<file path="src/rtl/bus_demultiplexer_4.sv">
// -----------------------------------------------------------------------------
// bus_demultiplexer_4
//
// Registered 1-to-4 bus demultiplexer. One source bus with a valid/ready
// handshake is steered by Sel into one of four holding registers. Each holding
// register hands its word to its own consumer under an independent valid/ready
// handshake, so the four destinations can consume at their own pace.
//
// Parameters
//   NrOfBits      width of the data bus and of every holding register
//
// Ports
//   Clock         system clock, all state updates on the rising edge
//   Reset         synchronous, active-high reset
//   Enable        block enable; low blocks new accepts, draining continues
//   Sel           destination channel for the current input word
//   DemuxIn       source data word
//   DemuxInValid  source presents a word this cycle
//   DemuxInReady  block accepts the word this cycle (combinational)
//   DemuxOut_0..3 holding-register contents of channel 0..3 (0 when not valid)
//   OutValid      bit k set: channel k holds an undelivered word
//   OutReady      bit k set: consumer k takes channel k's word this cycle
//   Busy          OR of OutValid, derived from registered state only
// -----------------------------------------------------------------------------
module bus_demultiplexer_4 #(
   parameter int unsigned NrOfBits = 1
) (
   input  logic                Clock,
   input  logic                Reset,
   input  logic                Enable,
   input  logic [1:0]          Sel,
   input  logic [NrOfBits-1:0] DemuxIn,
   input  logic                DemuxInValid,
   output logic                DemuxInReady,
   output logic [NrOfBits-1:0] DemuxOut_0,
   output logic [NrOfBits-1:0] DemuxOut_1,
   output logic [NrOfBits-1:0] DemuxOut_2,
   output logic [NrOfBits-1:0] DemuxOut_3,
   output logic [3:0]          OutValid,
   input  logic [3:0]          OutReady,
   output logic                Busy
);

   localparam int unsigned NrOfChannels = 4;

   // Holding registers and their valid flags.
   logic [NrOfBits-1:0] holdQ [NrOfChannels];
   logic [NrOfBits-1:0] holdD [NrOfChannels];
   logic [3:0]          validQ;
   logic [3:0]          validD;

   // Handshake decode.
   logic [3:0] selOneHot;
   logic       chanFree;
   logic       accept;
   logic [3:0] load;
   logic [3:0] drain;

   // ---------------------------------------------------------------------------
   // Input-side handshake
   // ---------------------------------------------------------------------------
   // The addressed channel can take a word if it is empty, or if its consumer
   // takes the current word on this same edge (full-throughput pass-through).
   always_comb begin
      selOneHot    = 4'b0001 << Sel;
      chanFree     = ~validQ[Sel] | OutReady[Sel];
      DemuxInReady = Enable & ~Reset & chanFree;
      accept       = DemuxInValid & DemuxInReady;
      load         = accept ? selOneHot : 4'b0000;
   end

   // ---------------------------------------------------------------------------
   // Output-side handshake and next state
   // ---------------------------------------------------------------------------
   // A load on the same edge as a drain wins, keeping the channel valid with
   // the new word while the old word is delivered.
   always_comb begin
      drain  = validQ & OutReady;
      validD = (validQ & ~drain) | load;
      for (int k = 0; k < NrOfChannels; k++) begin
         holdD[k] = load[k] ? DemuxIn : holdQ[k];
      end
   end

   // ---------------------------------------------------------------------------
   // State registers
   // ---------------------------------------------------------------------------
   always_ff @(posedge Clock) begin
      if (Reset) begin
         validQ <= 4'b0000;
         for (int k = 0; k < NrOfChannels; k++) begin
            holdQ[k] <= '0;
         end
      end else begin
         validQ <= validD;
         for (int k = 0; k < NrOfChannels; k++) begin
            holdQ[k] <= holdD[k];
         end
      end
   end

   // ---------------------------------------------------------------------------
   // Outputs
   // ---------------------------------------------------------------------------
   // Empty channels read as zero; the register itself keeps its last value.
   always_comb begin
      OutValid   = validQ;
      Busy       = |validQ;
      DemuxOut_0 = validQ[0] ? holdQ[0] : '0;
      DemuxOut_1 = validQ[1] ? holdQ[1] : '0;
      DemuxOut_2 = validQ[2] ? holdQ[2] : '0;
      DemuxOut_3 = validQ[3] ? holdQ[3] : '0;
   end

endmodule
</file>
<file path="config.mk">
export PLATFORM = sky130hd
export DESIGN_NAME = bus_demultiplexer_4
export DESIGN_NICKNAME = d
export VERILOG_FILES = /design/src/rtl/bus_demultiplexer_4.sv
export SDC_FILE = /design/constraint.sdc
export NUM_CORES = 1
export LEC_CHECK = 0
export CORE_AREA = 2 2 39 41
export DETAILED_ROUTE_END_ITERATION = 7
export DIE_AREA = 0 0 41 43
export DONT_BUFFER_PORTS = 1
export GPL_TIMING_DRIVEN = 0
export PLACE_DENSITY = 0.47
export SKIP_CTS_REPAIR_TIMING = 1
export SLEW_MARGIN = 20
export SYNTH_ARGS = -nofsm -noshare
export SYNTH_HDL_FRONTEND = slang
export SYNTH_SLANG_ARGS = --single-unit
</file>
<file path="constraint.sdc">
create_clock -name Clock -period 2.2 [get_ports Clock]
set_input_delay 0.44 -clock Clock [delete_from_list [all_inputs] [get_ports Clock]]
set_output_delay 0.44 -clock Clock [all_outputs]
set_load 0.1 [all_outputs]
</file>
[After elaboration in Yosys (flattened, before gate mapping)]
Memories as Yosys holds them, arrays and structs flattened.
Index checks and enable logic that the tools add are counted.
Storage, ports and cells
  memory bits (writable): 4
  bits of input ports: 11
  register bits after elaboration: 4
  output and inout port bits: 10
  memories: 1
  logic and storage cells: 39
Memories
  holdQ: depth 4, width 1, rd ports 4, clocked after Yosys merged registers in 0, write ports 4, RTL line 47  | logic [NrOfBits-1:0] holdQ [NrOfChannels];
Cells by class
  shift-type cells: 1
  multiplexer cells: 20
  reductions and logical operators: 1
  bitwise operators: 14
  order comparisons: 1
Operator list (number)
  $mux 1: 17
  $and 4x4->4: 2
  $or 1x1->1: 5
  $bmux 1 s2: 2
  $mux 4: 1
  $not 4->4: 1
  $or 4x4->4: 1
  $reduce_or 4->1: 1
  $shl 1x2->4 const A: 1
  $and 1x1->1: 3
  $lt 2x3->1 const B: 1
  $not 1->1: 2

[Longest topological paths before layout]
Gate-level depths: netlist of run 1.
  depth in word-level cells: 9
  mapped depth: 3
  depth with buffers taken out: 3

[Worst setup path before layout of run 1]
OpenSTA, ideal clock, no wires.
  path type: reg2out
  from: register validQ[3], in the netlist OutValid[3]
  to: output port DemuxInReady
  stages on the path, launching flop included: 4
  path slack: -370 ps
  data arrival time: 2130 ps
  data required time: 1760 ps
  cells stage by stage: dfxtp_1 -> nand2b_1 -> mux4_2 -> and3b_1
Between the ends
  cells in the longest elaborated chain, start to end: 5
Ends and longest elaborated chain
  from (decl): RTL line 49  | logic [3:0] validQ;
  from (signal assigned): RTL line 95  | validQ <= validD;
  $bmux 1 s2: RTL line 66  | chanFree = ~validQ[Sel] | OutReady[Sel];
  $mux 1 (implied by the code): RTL line 66
  $not 1->1: RTL line 66
  $or 1x1->1: RTL line 66
  $and 1x1->1: RTL line 67  | DemuxInReady = Enable & ~Reset & chanFree;
  to (decl): RTL line 34  | output logic DemuxInReady,
No other way between the ends. The select of a mux whose other input is x is not followed.

[Worst setup path in the final report of run 1]
  from: register validQ[0], in the netlist OutValid[0]
  to: output port Busy
Between the ends
  cells in the longest elaborated chain, start to end: 1
Ends and longest elaborated chain
  $reduce_or 4->1: RTL line 108  | Busy = |validQ;
  to (decl): RTL line 41  | output logic Busy
No other way between the ends.

==> flow_metrics.tcl, run 1 <==
set metrics [dict create \
    endpoint_kind "output pin" \
    post_drt_wl_per_cell_um 16.0 \
    ctsRootBufferMaster "clkbuf_4" \
    core_sq_mm 0.00138 \
    ios 21 \
    status "complete, no violations" \
    clkLatencyLatePin_ps 250 \
    drive_gt1_frac 0.239 \
    cts_buffers 3 \
    tns_ps 0 \
    std_cell_rows 14 \
    synth.net_count 54 \
    cts.clk_slew.worst_paths_ps 50 \
    grtUsageMet3 0.0471 \
    required_ps 1760 \
    max_freq_ghz 0.463 \
    start_util 0.297 \
    syn_area_per_cell_sq_um 9.54 \
    globalRouteMet1Util 0.165 \
    n_antenna_cell 0 \
    syn_area_sq_um 410 \
    max_slew_margin 0.362 \
    dieHeight_um 43 \
    grt_pass1_vias 344 \
    portBuffers 0 \
    fin_area_sq_um 487 \
    yosys_warnings 0 \
    critPathKind "flip-flop to output pin" \
    grt_start_max_net_pins 11 \
    antenna_found_initial 0 \
    whs_ps 354 \
    cts_htree_levels 1 \
    gp_congestion 0.755 \
    placed_area_sq_um 437 \
    drt_pass1_iterations 3 \
    p_per_area_mw_per_mm2 628 \
    crit_slowest_cell "or4_1" \
    gr-total-overflow 0 \
    path_buf_inv 0 \
    worst_ep_arrival_time_ps 1720 \
    routed_wl_um 992 \
    ant_nets 0 \
    fillers 158 \
    finalHoldViolations 0 \
    leakagePower_nw 0.185 \
    fin_nets 59 \
    route.detailed.drc 0 \
    grt_busiest_layer "met2" \
    synth-seq-cells 8 \
    hpwl_um 798 \
    power_uw 305 \
    die_w_um 41 \
    area_delta_synth_final_pct 18.6 \
    use_met2 0.181 \
    cp_max_fo 4 \
    setup_violations 0 \
    die-area_sq_mm 0.00176 \
    ys_seq_area_frac 0.390 \
    vias_per_cell 5.35 \
    fin_skew_ps 0.0543 \
    fin_crit_ps 2160 \
    hp-class "primary input to flip-flop" \
    cts_tree "built" \
    vias 332 \
    clock-sinks 8 \
    netlist_instances 43 \
    clock_path_buffers 2 \
    synth.distinct_cells 15 \
    hold_depth 2 \
    cp_top_family "simple AND/OR/NAND/NOR gates" \
    irDropWorstVdd_mv 0.243 \
    reg2regPathDepth 3 \
    worstMarginPinSlew_ps 964 \
    grt_setup_unrepaired "false" \
    fin_crit_sh 0.981 \
    start_kind "flip-flop" \
    drtIter0Drc 1 \
    track_usage 0.134 \
    path_depth 1 \
    maxCapViolations 0 \
    grt_first_pass_wirelength_um 1520 \
    cp_cell_sequence "or4_1" \
    layout_commonest_cell "nand2b_1" \
    drv_slew 0 \
    critical_path.max_stage_delay_ps 1010 \
]
## cell type report
cell class	instances	area, sq um	area share
multi-input combinational	34	265	0.545
clock buffer	3	22.5	0.0463
sequential	8	175	0.360
buffer	1	3.75	0.00771
tap	16	20.0	0.0411
## stage by stage
stage,instances,worst slack (ps),utilization
5_1_grt,62,3.61,0.352
2_1_floorplan,43,82.7,-
4_1_cts,62,-275,0.332
3_3_place_gp,59,16.7,0.316
6_report,62,41.7,0.352
3_5_place_dp,59,-8.80,0.316
## Yosys cell counts
library cell | n | share of area
nand2b_1 | 9 | 0.14
dfxtp_1 | 8 | 0.39
a21oi_1 | 4 | 0.049
and2_1 | 4 | 0.061
mux2i_1 | 4 | 0.098
and3b_1 | 2 | 0.043
nand3_1 | 2 | 0.024
nand4b_1 | 2 | 0.043
nor2b_1 | 2 | 0.030
clkbuf_1 | 1 | 0.0091
mux4_2 | 1 | 0.055
nand2_1 | 1 | 0.0091
nand3b_1 | 1 | 0.018
nand4_1 | 1 | 0.015
or4_1 | 1 | 0.018
## routing by layer
metal | vias up | share of wire | wire (um)
li1 | 162 | - | -
met1 | 155 | 0.44 | 433
met2 | 13 | 0.45 | 450
met3 | 2 | 0.097 | 96
met4 | 0 | 0.012 | 12
met5 | - | 0 | 0
## sequential cells by signal, indices dropped and copies added (netlist names)
signal	cells
OutValid	4
holdQ	4
## logic make-up after synthesis
group	share of synthesized area
AOI/OAI and AO/OA	0.0488
buffers and inverters	0.00914
DFF	0.390
muxes	0.152
and+or+nand+nor	0.399
## power breakdown
part / total, mW / switching (mW) / leakage (nW) / internal [mW]
Combinational: 0.0391 / 0.0265 / 0.104 / 0.0126
Sequential: 0.157 / 0.0126 / 0.0678 / 0.144
Clock: 0.110 / 0.0475 / 0.0138 / 0.0623
Total: 0.305 / 0.0866 / 0.185 / 0.219
## path summary, 6_finish.rpt
kind / start / to / slack, ps
worst max register to register: OutValid[2] / holdQ[2] / 1130
worst max-delay path: OutValid[0] / Busy / 40
worst min-delay path: Sel[1] / OutValid[3] / 350
worst min register to register: holdQ[3] / holdQ[3] / 470
Note: power is estimated with default switching activity, not from simulation.
==> run 2: changes to the inputs <==
--- a/config.mk
+++ b/config.mk
@@ -5,12 +5,12 @@
 export SDC_FILE = /design/constraint.sdc
 export NUM_CORES = 1
 export LEC_CHECK = 0
+export BUFFER_PORTS_ARGS = -buffer_cell sky130_fd_sc_hd__buf_2
 export CORE_AREA = 2 2 39 41
 export DETAILED_ROUTE_END_ITERATION = 7
 export DIE_AREA = 0 0 41 43
-export DONT_BUFFER_PORTS = 1
 export GPL_TIMING_DRIVEN = 0
-export PLACE_DENSITY = 0.47
+export PLACE_DENSITY = 0.61
 export SKIP_CTS_REPAIR_TIMING = 1
 export SLEW_MARGIN = 20
 export SYNTH_ARGS = -nofsm -noshare
==> run 2 against run 1 <==
First-iteration DRC count rose to 8.0 times the previous value. Setup slack improved by 52 ps. Combinational power rose by 56%. Critical path depth rose by 3. Cell area rose by 15%. Sequential power fell by 5%. Critical path type unchanged. Largest cell class unchanged.
==> flow_metrics.tcl, run 2 (same netlist as run 1, synthesis figures left out) <==
set metrics [dict create \
    status "complete, no violations" \
    hp-class "primary input to flip-flop" \
    portBuffers 20 \
    cp_cell_sequence "nand2b_1 > mux4_2 > and3b_2 > buf_2" \
    placed_area_sq_um 537 \
    critical_path.max_stage_delay_ps 460 \
    dieHeight_um 43 \
    clock-sinks 8 \
    drv_slew 0 \
    worst_ep_arrival_time_ps 1670 \
    cts.clk_slew.worst_paths_ps 60 \
    start_util 0.297 \
    cts_htree_levels 1 \
    endpoint_kind "output pin" \
    area_delta_synth_final_pct 36.3 \
    internal-power_uw 229 \
    start_kind "flip-flop" \
    cp_max_fo 4 \
    finalHoldViolations 0 \
    n_antenna_cell 0 \
    hold_depth 3 \
    die-area_sq_mm 0.00176 \
    p_comb_frac 0.187 \
    hpwl_um 697 \
    max_slew_margin 0.677 \
    die_w_um 41 \
    post_drt_wl_per_cell_um 10.8 \
    required_ps 1760 \
    drive_gt1_frac 0.439 \
    ctsRootBufferMaster "clkbuf_4" \
    power_uw 327 \
    gr-total-overflow 0 \
    max_freq_ghz 0.475 \
    vias_per_cell 4.76 \
    fin_crit_ps 2110 \
    drtIter0Drc 8 \
    vias 390 \
    routed_wl_um 884 \
    fin_util 0.404 \
    path_buf_inv 1 \
    grt_first_pass_wirelength_um 1480 \
    irDropWorstVdd_mv 0.357 \
    fin_area_sq_um 559 \
    critPathKind "flip-flop to output pin" \
    regToRegEndpoint "holdQ[2]" \
    crit_slowest_cell "mux4_2" \
    clock_path_buffers 2 \
    fin_crit_sh 0.957 \
    leakagePower_nw 0.269 \
    cts_tree "built" \
    fillers 154 \
    clkLatencyLatePin_ps 260 \
    ios 21 \
    layout_common_cells "20 x buf_2, 9 x nand2b_1" \
    cp_top_family "multiplexers" \
    grt_setup_unrepaired "false" \
    preCtsSetupSlack_ps 99.6 \
    r2r-start "OutValid[2]" \
    seq_power_share 0.457 \
    cts_buffers 3 \
    fin_skew_ps 0.0503 \
    reg2regPathDepth 3 \
    r2r_slack_ps 1340 \
    fin_nets 79 \
    grt_start_max_net_pins 11 \
    tns_ps 0 \
    layout_commonest_cell "buf_2" \
    core_sq_mm 0.00138 \
    hold_end "OutValid[3]" \
    track_usage 0.128 \
    min-delay-start "DemuxInValid" \
    grt_pass1_vias 343 \
    pwr-share-clk 0.356 \
    gp_congestion 0.766 \
    drt_pass1_iterations 4 \
    ant_nets 0 \
    maxCapViolations 0 \
    setup_violations 0 \
    route.detailed.drc 0 \
    p_per_area_mw_per_mm2 584 \
    netSwitchingFraction 0.298 \
    power_switching_uw 97.5 \
    antenna_found_initial 0 \
    worstMarginPinSlew_ps 488 \
    std_cell_rows 14 \
    layout_setup_ws_ps 93.9 \
]
## run 2: cell types whose count changed in the layout (fill, tap and decap cells not counted)
cell and delta:
nand2b_4 -2, buf_2 +20, dfxtp_2 +4, dfxtp_4 -4
nand2b_1 +2, and3b_4 -1, and3b_2 +1
## run 2: worst max path at each step
stage / start / endpoint / slack (ps) / cells after the start
floorplan: OutValid[3] / DemuxInReady / 80 / 3
global placement: OutReady[3] / DemuxInReady / 90 / 5
detailed placement: OutReady[3] / DemuxInReady / 100 / 5
CTS: OutValid[1] / DemuxInReady / 90 / 4
global route: OutValid[1] / DemuxInReady / 10 / 4
finish: OutValid[1] / DemuxInReady / 90 / 4
## run 2: power by group through the flow
stage	registers [mW]	logic, mW	clock network (mW)
after floorplan	0.163	0.0336	0
after global placement	0.153	0.0610	0
after detailed placement	0.153	0.0611	0
after CTS	0.150	0.0614	0.121
after global routing	0.150	0.0654	0.133
final	0.149	0.0610	0.116
## run 2: final cells by class
type,instances,area [sq um],area share
sequential,8,165,0.295
tap,16,20.0,0.0358
multi-input combinational,34,248,0.443
clock buffer,3,22.5,0.0403
buffer,1,3.75,0.00671
timing repair buffer,20,100,0.179
## run 2: stage by stage
stage	hold slack, ps	std cells
finish	470	82
global route	481	82
CTS	467	82
detailed placement	466	79
global placement	460	79
floorplan	444	43
## run 2: routing by layer
layer | routed length, um | GRT usage | vias to the layer above | part of all wire
met5 | 0 | 0 | - | 0
met4 | 0 | 0.0400 | 0 | 0
met3 | 82 | 0.0942 | 0 | 0.093
met2 | 395 | 0.169 | 18 | 0.45
met1 | 406 | 0.160 | 171 | 0.46
li1 | - | - | 201 | -
## run 2: worst min-delay path, cell delays in order
cell,delay [ps]
buf_2,120
nand3_1,70
a21oi_1,60
